<file path="config.mk">
export PLATFORM = sky130hd
export DESIGN_NAME = keyboard
export DESIGN_NICKNAME = d
export VERILOG_FILES = /design/src/rtl/keyboard_pkg.sv /design/src/rtl/keyboard_debounce.sv /design/src/rtl/keyboard.sv
export SDC_FILE = /design/constraint.sdc
export NUM_CORES = 1
export LEC_CHECK = 0
export CAP_MARGIN = 5
export CORE_UTILIZATION = 54
export CTS_CLUSTER_SIZE = 16
export DETAILED_ROUTE_END_ITERATION = 16
export GPL_ROUTABILITY_DRIVEN = 0
export GPL_TIMING_DRIVEN = 1
export PLACE_DENSITY = 0.77
export SLEW_MARGIN = 25
export SYNTH_ARGS = -nofsm -noshare
export SYNTH_HDL_FRONTEND = slang
export SYNTH_SLANG_ARGS = --single-unit
</file>
<file path="constraint.sdc">
create_clock -name clk -period 1.9 [get_ports clk]
set_input_delay 0.57 -clock clk [delete_from_list [all_inputs] [get_ports clk]]
set_output_delay 0.57 -clock clk [all_outputs]
set_load 0.1 [all_outputs]
</file>
<file path="src/rtl/keyboard_pkg.sv">
// Shared types and helpers for the 4x4 keypad scanner.
package keyboard_pkg;

    typedef enum logic [1:0] {
        SCAN        = 2'd0,
        DEB_PRESS   = 2'd1,
        HELD        = 2'd2,
        DEB_RELEASE = 2'd3
    } kb_state_e;

    // One-cold row drive patterns, in scan order.
    localparam logic [3:0] ROW0   = 4'b1110;
    localparam logic [3:0] ROW1   = 4'b1101;
    localparam logic [3:0] ROW2   = 4'b1011;
    localparam logic [3:0] ROW3   = 4'b0111;
    localparam logic [3:0] LINES_IDLE = 4'b1111;

    // Index of the lowest low bit; the lowest index wins when several are low.
    function automatic logic [1:0] cold_idx(input logic [3:0] v);
        logic [1:0] idx;
        if (!v[0])      idx = 2'd0;
        else if (!v[1]) idx = 2'd1;
        else if (!v[2]) idx = 2'd2;
        else            idx = 2'd3;
        return idx;
    endfunction

    // Next row in the rotation; any illegal pattern recovers to ROW0.
    function automatic logic [3:0] row_next(input logic [3:0] r);
        logic [3:0] nxt;
        case (r)
            ROW0:    nxt = ROW1;
            ROW1:    nxt = ROW2;
            ROW2:    nxt = ROW3;
            default: nxt = ROW0;
        endcase
        return nxt;
    endfunction

endpackage

</file>
<file path="src/rtl/keyboard_debounce.sv">
// Stability counter: counts consecutive samples equal to a reference and
// flags the cycle on which the DEBOUNCE_CYCLES-th matching sample arrives.
module keyboard_debounce
    import keyboard_pkg::*;
#(
    parameter int DEBOUNCE_CYCLES = 8
) (
    input  logic       clk,
    input  logic       rst,
    input  logic       en_i,
    input  logic [3:0] sample_i,
    input  logic [3:0] ref_i,
    output logic       match_o,
    output logic       done_o
);

    localparam int CW = $clog2(DEBOUNCE_CYCLES + 1);

    logic [CW-1:0] cnt_q;

    assign match_o = (sample_i == ref_i);
    assign done_o  = en_i && match_o && (cnt_q == CW'(DEBOUNCE_CYCLES - 1));

    // Counter is held clear whenever the FSM is not debouncing, so every
    // debounce window starts from zero.
    always_ff @(posedge clk) begin
        if (rst || !en_i)
            cnt_q <= '0;
        else if (match_o)
            cnt_q <= cnt_q + 1'b1;
        else
            cnt_q <= '0;
    end

endmodule

</file>
<file path="src/rtl/keyboard.sv">
// 4x4 active-low keypad scanner with press/release debounce.
module keyboard
    import keyboard_pkg::*;
#(
    parameter int DEBOUNCE_CYCLES = 8,
    parameter int SCAN_DWELL      = 3
) (
    input  logic       clk,
    input  logic       rst,
    output logic [3:0] row,
    input  logic [3:0] col,
    output logic [3:0] num,
    output logic       pressed,
    output logic       toggle
);

    localparam int DW = $clog2(SCAN_DWELL + 1);

    logic [3:0]    col_meta_q, col_s_q;
    kb_state_e     state_q;
    logic [3:0]    row_q;
    logic [DW-1:0] dwell_q;
    logic [3:0]    cand_col_q;
    logic [3:0]    cand_code_q;
    logic [3:0]    num_q;
    logic          pressed_q, toggle_q;

    logic          deb_en, deb_match, deb_done;
    logic [3:0]    deb_ref;
    logic          dwell_last;

    assign row     = row_q;
    assign num     = num_q;
    assign pressed = pressed_q;
    assign toggle  = toggle_q;

    // Two-flop synchronizer for the asynchronous column lines.
    always_ff @(posedge clk) begin
        if (rst) begin
            col_meta_q <= LINES_IDLE;
            col_s_q    <= LINES_IDLE;
        end else begin
            col_meta_q <= col;
            col_s_q    <= col_meta_q;
        end
    end

    // Press debounce compares against the captured column pattern, release
    // debounce against all-open.
    assign deb_en     = (state_q == DEB_PRESS) || (state_q == DEB_RELEASE);
    assign deb_ref    = (state_q == DEB_PRESS) ? cand_col_q : LINES_IDLE;
    assign dwell_last = (dwell_q == DW'(SCAN_DWELL - 1));

    keyboard_debounce #(
        .DEBOUNCE_CYCLES(DEBOUNCE_CYCLES)
    ) u_deb (
        .clk      (clk),
        .rst      (rst),
        .en_i     (deb_en),
        .sample_i (col_s_q),
        .ref_i    (deb_ref),
        .match_o  (deb_match),
        .done_o   (deb_done)
    );

    // Scan / debounce FSM with registered key outputs. Rows are only
    // evaluated on the last dwell cycle so the two-cycle synchronizer lag
    // never attributes a column hit to the wrong row.
    always_ff @(posedge clk) begin
        if (rst) begin
            state_q     <= SCAN;
            row_q       <= ROW0;
            dwell_q     <= '0;
            cand_col_q  <= LINES_IDLE;
            cand_code_q <= '0;
            num_q       <= '0;
            pressed_q   <= 1'b0;
            toggle_q    <= 1'b0;
        end else begin
            unique case (state_q)
                SCAN: begin
                    if (dwell_last) begin
                        dwell_q <= '0;
                        if (col_s_q != LINES_IDLE) begin
                            cand_col_q  <= col_s_q;
                            cand_code_q <= {cold_idx(row_q), cold_idx(col_s_q)};
                            state_q     <= DEB_PRESS;
                        end else begin
                            row_q <= row_next(row_q);
                        end
                    end else begin
                        dwell_q <= dwell_q + 1'b1;
                    end
                end
                DEB_PRESS: begin
                    if (deb_done) begin
                        num_q     <= cand_code_q;
                        pressed_q <= 1'b1;
                        toggle_q  <= ~toggle_q;
                        state_q   <= HELD;
                    end else if (!deb_match) begin
                        // Bounce: rescan the same row from a fresh dwell.
                        dwell_q <= '0;
                        state_q <= SCAN;
                    end
                end
                HELD: begin
                    if (col_s_q == LINES_IDLE)
                        state_q <= DEB_RELEASE;
                end
                DEB_RELEASE: begin
                    if (deb_done) begin
                        pressed_q <= 1'b0;
                        dwell_q   <= '0;
                        state_q   <= SCAN;
                    end else if (!deb_match) begin
                        state_q <= HELD;
                    end
                end
                default: begin
                    state_q <= SCAN;
                    dwell_q <= '0;
                end
            endcase
        end
    end

endmodule

</file>
==> reports/results.txt, run 1 <==
HP Class: reg2reg
startpoint type of the worst setup path: flop
dpl cell area: 1700 µm²
area share of the largest cell type after synthesis: 0.485
CTS tree: built
layout cells sized above 1: 0.233
outcome: completed
crit path DAT: 1.97 ns
Area Overhead vs Synth: 24.8%
# rows: 18
Setup TNS: 0 ns
# diodes: 0
overall routing resource usage: 0.224
Final Instance Area: 1750 µm²
worst path required time: 2.12 ns
total global routing overflow: 0
H-tree levels: 2
WHS: 0.415 ns
FFs w/ async S/R, synth: 0
clk sinks: 34
EDFF count, synth: 0
total CTS buffers: 5
fraction of the cycle the final worst path needs: 0.924
Yosys top cell by area: dfxtp_1
leakage: 0.000692 µW
R2R setup slack: 0.15 ns
fin. max-slew vios: 0
# fillers: 207
num ports: 16
hold buffers post-CTS: 0
die area: 2810 µm²
# nets final: 184
Worst setup EP type: flop
top achievable clock speed: 570 MHz
Slew @ Worst Pin: 0.370 ns
antenna-violating nets left: 0
Die Y: 53.0 µm
post_cts resized: 0
Final HPWL DP: 1.84 mm
Worst Setup SP: state_q[1]$_SDFFE_PP0P_
syn_nets: 163
pwr/cell area: 726 nW/µm²
Core ar.: 2480 µm²
clock latency on the worst-skew pair: 0.33 ns
Switching Power: 314 µW
chip width: 53.0 µm
R2R Path End: toggle$_SDFFE_PP0P_
clock buffer depth: 2
synth cell count leaders: dfxtp_1, nand2_1, a21oi_1
largest net degree at the start of global routing: 21
dpl cells: 200
sequential share of power: 0.593
ranking of synthesized cells by area: dfxtp_1, nand2_1, a21oi_1
Finished Layout Cells: 206
DR iter-0 viols: 18
skew final: 0.00465 ns
final hold violations: 0
cell chosen for the clock root: clkbuf_4
drt first pass iters: 4
Yosys Warn Count: 0
post-synthesis sequential area ratio: 0.485
switch share: 0.247
Avg WL per Cell: 12.4 µm
Total Routed Length: 2.55 mm
Pint: 958 µW
Clock Power Share: 0.301
Max VDD drop: 0.676 mV
Reg2Reg Depth: 6
RSZ-0062 raised after global routing: false
drt via density: 5.65
Slew HR: 0.753
crit path kind: reg2reg
number of global-route vias before repair: 1078
setup bufs post-CTS: 0
fin crit period: 1.75 ns
Max Cap Viol: 0
count of cell types in the netlist: 43
most common cell in the netlist: dfxtp_1
Main synth FF type: dfxtp_1
Crit Path Max Fanout: 13
via count: 1164
termination of the worst setup path: toggle$_SDFFE_PP0P_
worst r2r src: state_q[1]$_SDFFE_PP0P_
Syn Area/Cell: 9.00 µm²
Hold Startpoint: col_meta_q[3]$_SDFF_PP1_
clock transition at the registers of the reported paths: 0.09 ns
Worst Slack Setup Final: 0.145 ns
Final setup viols: 0
Yosys reg bits: 34
drt drc: 0
Mapped Area: 1400 µm²
Port-buffer cells: 15
first-pass GRT wire length: 4.44 mm
dpl ws: 0.0211 ns
starting density of the core: 0.567
Comb pwr share: 0.106
cell count after synthesis: 156
initial antenna violation count: 0
[cell type report]
| cell class | instances | area, µm² | share of cell area |
|---|---|---|---|
| repair buffers | 21 | 295 | 0.169 |
| clock buffers | 6 | 51.3 | 0.0293 |
| multi-input cells | 112 | 676 | 0.386 |
| flip-flops and latches | 34 | 681 | 0.389 |
| inverters | 3 | 11.3 | 0.00643 |
| well taps | 30 | 37.5 | 0.0214 |
[through the flow]
stage                     total power (µW)  utilization
final                                 1270        0.707
after global routing                  1320        0.707
after CTS                             1280        0.707
after detailed placement               905        0.686
after global placement                 899        0.686
after floorplan                        864            -
[flip-flops by register name, summed over array words and instances, names as in the netlist, 2 cells and up]
signal	count
cand_code_q	4
cand_col_q	4
col_meta_q	4
col_s_q	4
num	4
row	4
u_deb.cnt_q	4
dwell_q	2
state_q	2
[critical path, cell delays in order (launching register included)]
cell and delay (ns):
dfxtp_1 0.38, or3_1 0.38, a22o_1 0.21, a21oi_2 0.12, buf_4 0.20, and2_1 0.23, o21ai_0 0.12
[power groups by stage]
stage | logic [µW] | clock network [µW] | registers, µW
floorplan | 83.3 | 0 | 780
global route | 147 | 418 | 758
CTS | 134 | 395 | 754
detailed placement | 134 | 0 | 771
global placement | 131 | 0 | 769
finish | 134 | 383 | 754
[per-layer routing]
metal  routed length, µm  vias up  track usage
met5                   0        -            0
met4                  65        0        0.132
met3                  90        8       0.0603
met2                1250       24        0.354
met1                1150      542        0.269
li1                    -      590            -
[cells in the final DEF, fill, tap and decap left out, types with 6 or more instances in the layout]
master	instances
buf_12	10
nor3_1	7
a21oi_1	12
nand3_1	8
buf_4	6
nand2_1	24
dfxtp_1	34
nor2_1	8
or2_2	8
[worst min-delay path by stage]
stage / end / cells after the start / slack, ns
global route: col_s_q[1]$_SDFF_PP1_ / 1 / 0.43
detailed placement: col_s_q[2]$_SDFF_PP1_ / 1 / 0.40
global placement: col_s_q[0]$_SDFF_PP1_ / 1 / 0.39
CTS: col_s_q[1]$_SDFF_PP1_ / 1 / 0.42
finish: col_s_q[3]$_SDFF_PP1_ / 1 / 0.41
floorplan: col_s_q[0]$_SDFF_PP1_ / 1 / 0.39
[logic make-up (layout without fill, tap and decap cells)]
family                     count (synthesis)  count (layout)  share of synthesized area
and+or+nand+nor                           72              72                      0.271
AOI/OAI and AO/OA                         34              34                      0.169
DFF                                       34              34                      0.485
buffers and inverters                     10              30                     0.0339
xor gates and xnor gates                   4               4                     0.0250
adders and majority gates                  1               1                    0.00891
muxes                                      1               1                    0.00713
No activity file was read; power rests on OpenSTA's default activity.
==> inputs of run 2 (changes only) <==
Settings changed: CELL_PAD_IN_SITES_DETAIL_PLACEMENT from default to 1, CELL_PAD_IN_SITES_GLOBAL_PLACEMENT from default to 1, CORE_UTILIZATION 54 to 41, PLACE_DENSITY 0.77 to default, PLACE_DENSITY_LB_ADDON from default to 0.1, SKIP_LAST_GASP from default to 1.
Clock period 1.9 ns to 1.66 ns, I/O delays scaled along.
==> run 2 against run 1 <==
  * The flow now finishes with violations (setup timing)
  * Register-to-register slack worse by 0.20 ns
  * Utilization is 6.7 points lower
  * Non-clock buffer count is 14 higher
  * Via count is 13% higher
  * Clock skew is 0.0080 ns higher
  * Critical path depth stayed put
  * Total power is 25% higher
  * Maximum frequency is 2.5% higher
  * Sequential power is 14% higher
  * Clock-buffer cell count is 1 higher
  * Final area is 15% higher
  * Die area is 30% higher
  * Critical endpoint is now num[1]$_SDFFE_PP0P_
==> reports/results.txt, run 2 (synthesized netlist as in run 1, its figures left out) <==
outcome: finished with violations
failing checks: setup timing
num ports: 16
Slew HR: 0.724
initial antenna violation count: 0
clock buffer depth: 2
number of global-route vias before repair: 1318
Avg WL per Cell: 18.6 µm
Total Routed Length: 4.39 mm
H-tree levels: 2
commonest non-fill, non-tap cell in the layout: dfxtp_1
fraction of the cycle the final worst path needs: 1.03
largest net degree at the start of global routing: 17
Crit Path Max Fanout: 6
Worst Slack Setup Final: -0.0512 ns
Port-buffer cells: 15
first-pass GRT wire length: 6.30 mm
starting density of the core: 0.445
final core utilization: 0.640
# nets final: 198
drt via density: 5.58
total CTS buffers: 5
CP max stage delay: 0.39 ns
overall routing resource usage: 0.245
Final Instance Area: 2020 µm²
critical path's slowest cell: or3_4
Max Cap Viol: 0
fin. max-slew vios: 0
Slew @ Worst Pin: 0.413 ns
CTS tree: built
Final setup viols: 9
layout cells sized above 1: 0.391
WHS: 0.417 ns
crit path DAT: 2.01 ns
most frequent cells in the layout: dfxtp_1, nand2_1, buf_4
critical path, cell by cell: or3_4, a22o_4, a21oi_4, clkbuf_16, and2_4, a31o_4
startpoint type of the worst setup path: flop
fin crit period: 1.71 ns
# fillers: 358
cell chosen for the clock root: clkbuf_4
clock transition at the registers of the reported paths: 0.11 ns
dpl cell area: 1820 µm²
RSZ-0062 raised after global routing: true
chip width: 60.5 µm
worst r2r src: col_s_q[1]$_SDFF_PP1_
Final HPWL DP: 2.61 mm
Max VDD drop: 0.470 mV
R2R Path End: num[1]$_SDFFE_PP0P_
DR iter-0 viols: 69
worst path required time: 1.96 ns
pwr/cell area: 786 nW/µm²
die area: 3660 µm²
R2R setup slack: -0.05 ns
clk sinks: 34
Hold Startpoint: col_meta_q[2]$_SDFF_PP1_
drt drc: 0
final hold violations: 0
clock latency on the worst-skew pair: 0.34 ns
via count: 1318
Worst setup EP type: flop
Core ar.: 3150 µm²
crit path kind: reg2reg
Area Overhead vs Synth: 43.8%
WHS Path Cells: 1
# rows: 20
Reg2Reg Depth: 6
top achievable clock speed: 584 MHz
drt first pass iters: 4
antenna-violating nets left: 0
skew final: 0.0127 ns
Hold Path End: col_s_q[2]$_SDFF_PP1_
HP Class: reg2reg
leakage: 0.000802 µW
# diodes: 0
hold buffers post-CTS: 0
total global routing overflow: 0
Die Y: 60.5 µm
run 2: cell type report:
type	count	area, µm²	share of cell area
multi-input combinational	112	769	0.381
tap	44	55.1	0.0273
clock buffer	7	55.1	0.0273
inverter	3	11.3	0.00558
clock inverter	1	5.00	0.00248
timing repair buffer	35	434	0.215
sequential	34	688	0.341
run 2: where the power goes:
group          switching (µW)  leakage [µW]  internal (µW)  total [µW]
logic                     124      0.000490            117         241
clock network             277     0.0000353            205         482
registers                23.6      0.000276            839         863
run 2: layer usage:
layer / routed length (µm) / GRT usage / vias up
met1: 1820 / 0.264 / 652
met3: 137 / 0.0682 / 11
li1: - / - / 621
met2: 2290 / 0.432 / 34
met5: 0 / 0 / -
met4: 143 / 0.136 / 0
run 2: critical path: cells and delay by family (launching register included):
| kind | cells | cell delay [ns] |
|---|---|---|
| AOI/OAI and AO/OA | 3 | 0.60 |
| and+or+nand+nor | 2 | 0.56 |
| DFF | 1 | 0.33 |
| buffers and inverters | 1 | 0.18 |
run 2: repair_timing:
action                     in CTS  in global routing
setup endpoints to repair      10                 19
pin swaps                       1                 17
resized for setup               3                 19
cloned                          0                  1
setup buffers                   1                  1
run 2: metrics by stage:
step	power, µW	cells	TNS, ns	setup WS [ns]
after floorplan	989	156	0	0.00826
after global placement	1060	225	0	0.0207
after detailed placement	1070	225	-0.165	-0.0420
after CTS	1550	234	-0.0333	-0.0217
after global routing	1650	236	-0.837	-0.0791
final	1590	236	-0.341	-0.0512
run 2: worst max-delay path by stage:
stage	slack, ns	cells past startpoint	to	startpoint
finish	-0.05	6	num[1]$_SDFFE_PP0P_	col_s_q[1]$_SDFF_PP1_
global route	-0.08	6	num[0]$_SDFFE_PP0P_	cand_col_q[1]$_SDFFE_PP1P_
CTS	-0.02	5	cand_code_q[0]$_SDFFE_PP0P_	state_q[0]$_SDFFE_PP0P_
detailed placement	-0.04	6	num[1]$_SDFFE_PP0P_	state_q[1]$_SDFFE_PP0P_
global placement	0.02	6	toggle$_SDFFE_PP0P_	state_q[1]$_SDFFE_PP0P_
floorplan	0.008	6	toggle$_SDFFE_PP0P_	u_deb.cnt_q[0]$_SDFF_PP0_
==> inputs of run 3 (changes only) <==
Settings changed: GPL_ROUTABILITY_DRIVEN 0 to default.
==> results of run 3 <==
Final layout, timing and power as in run 2 (identical DEF).
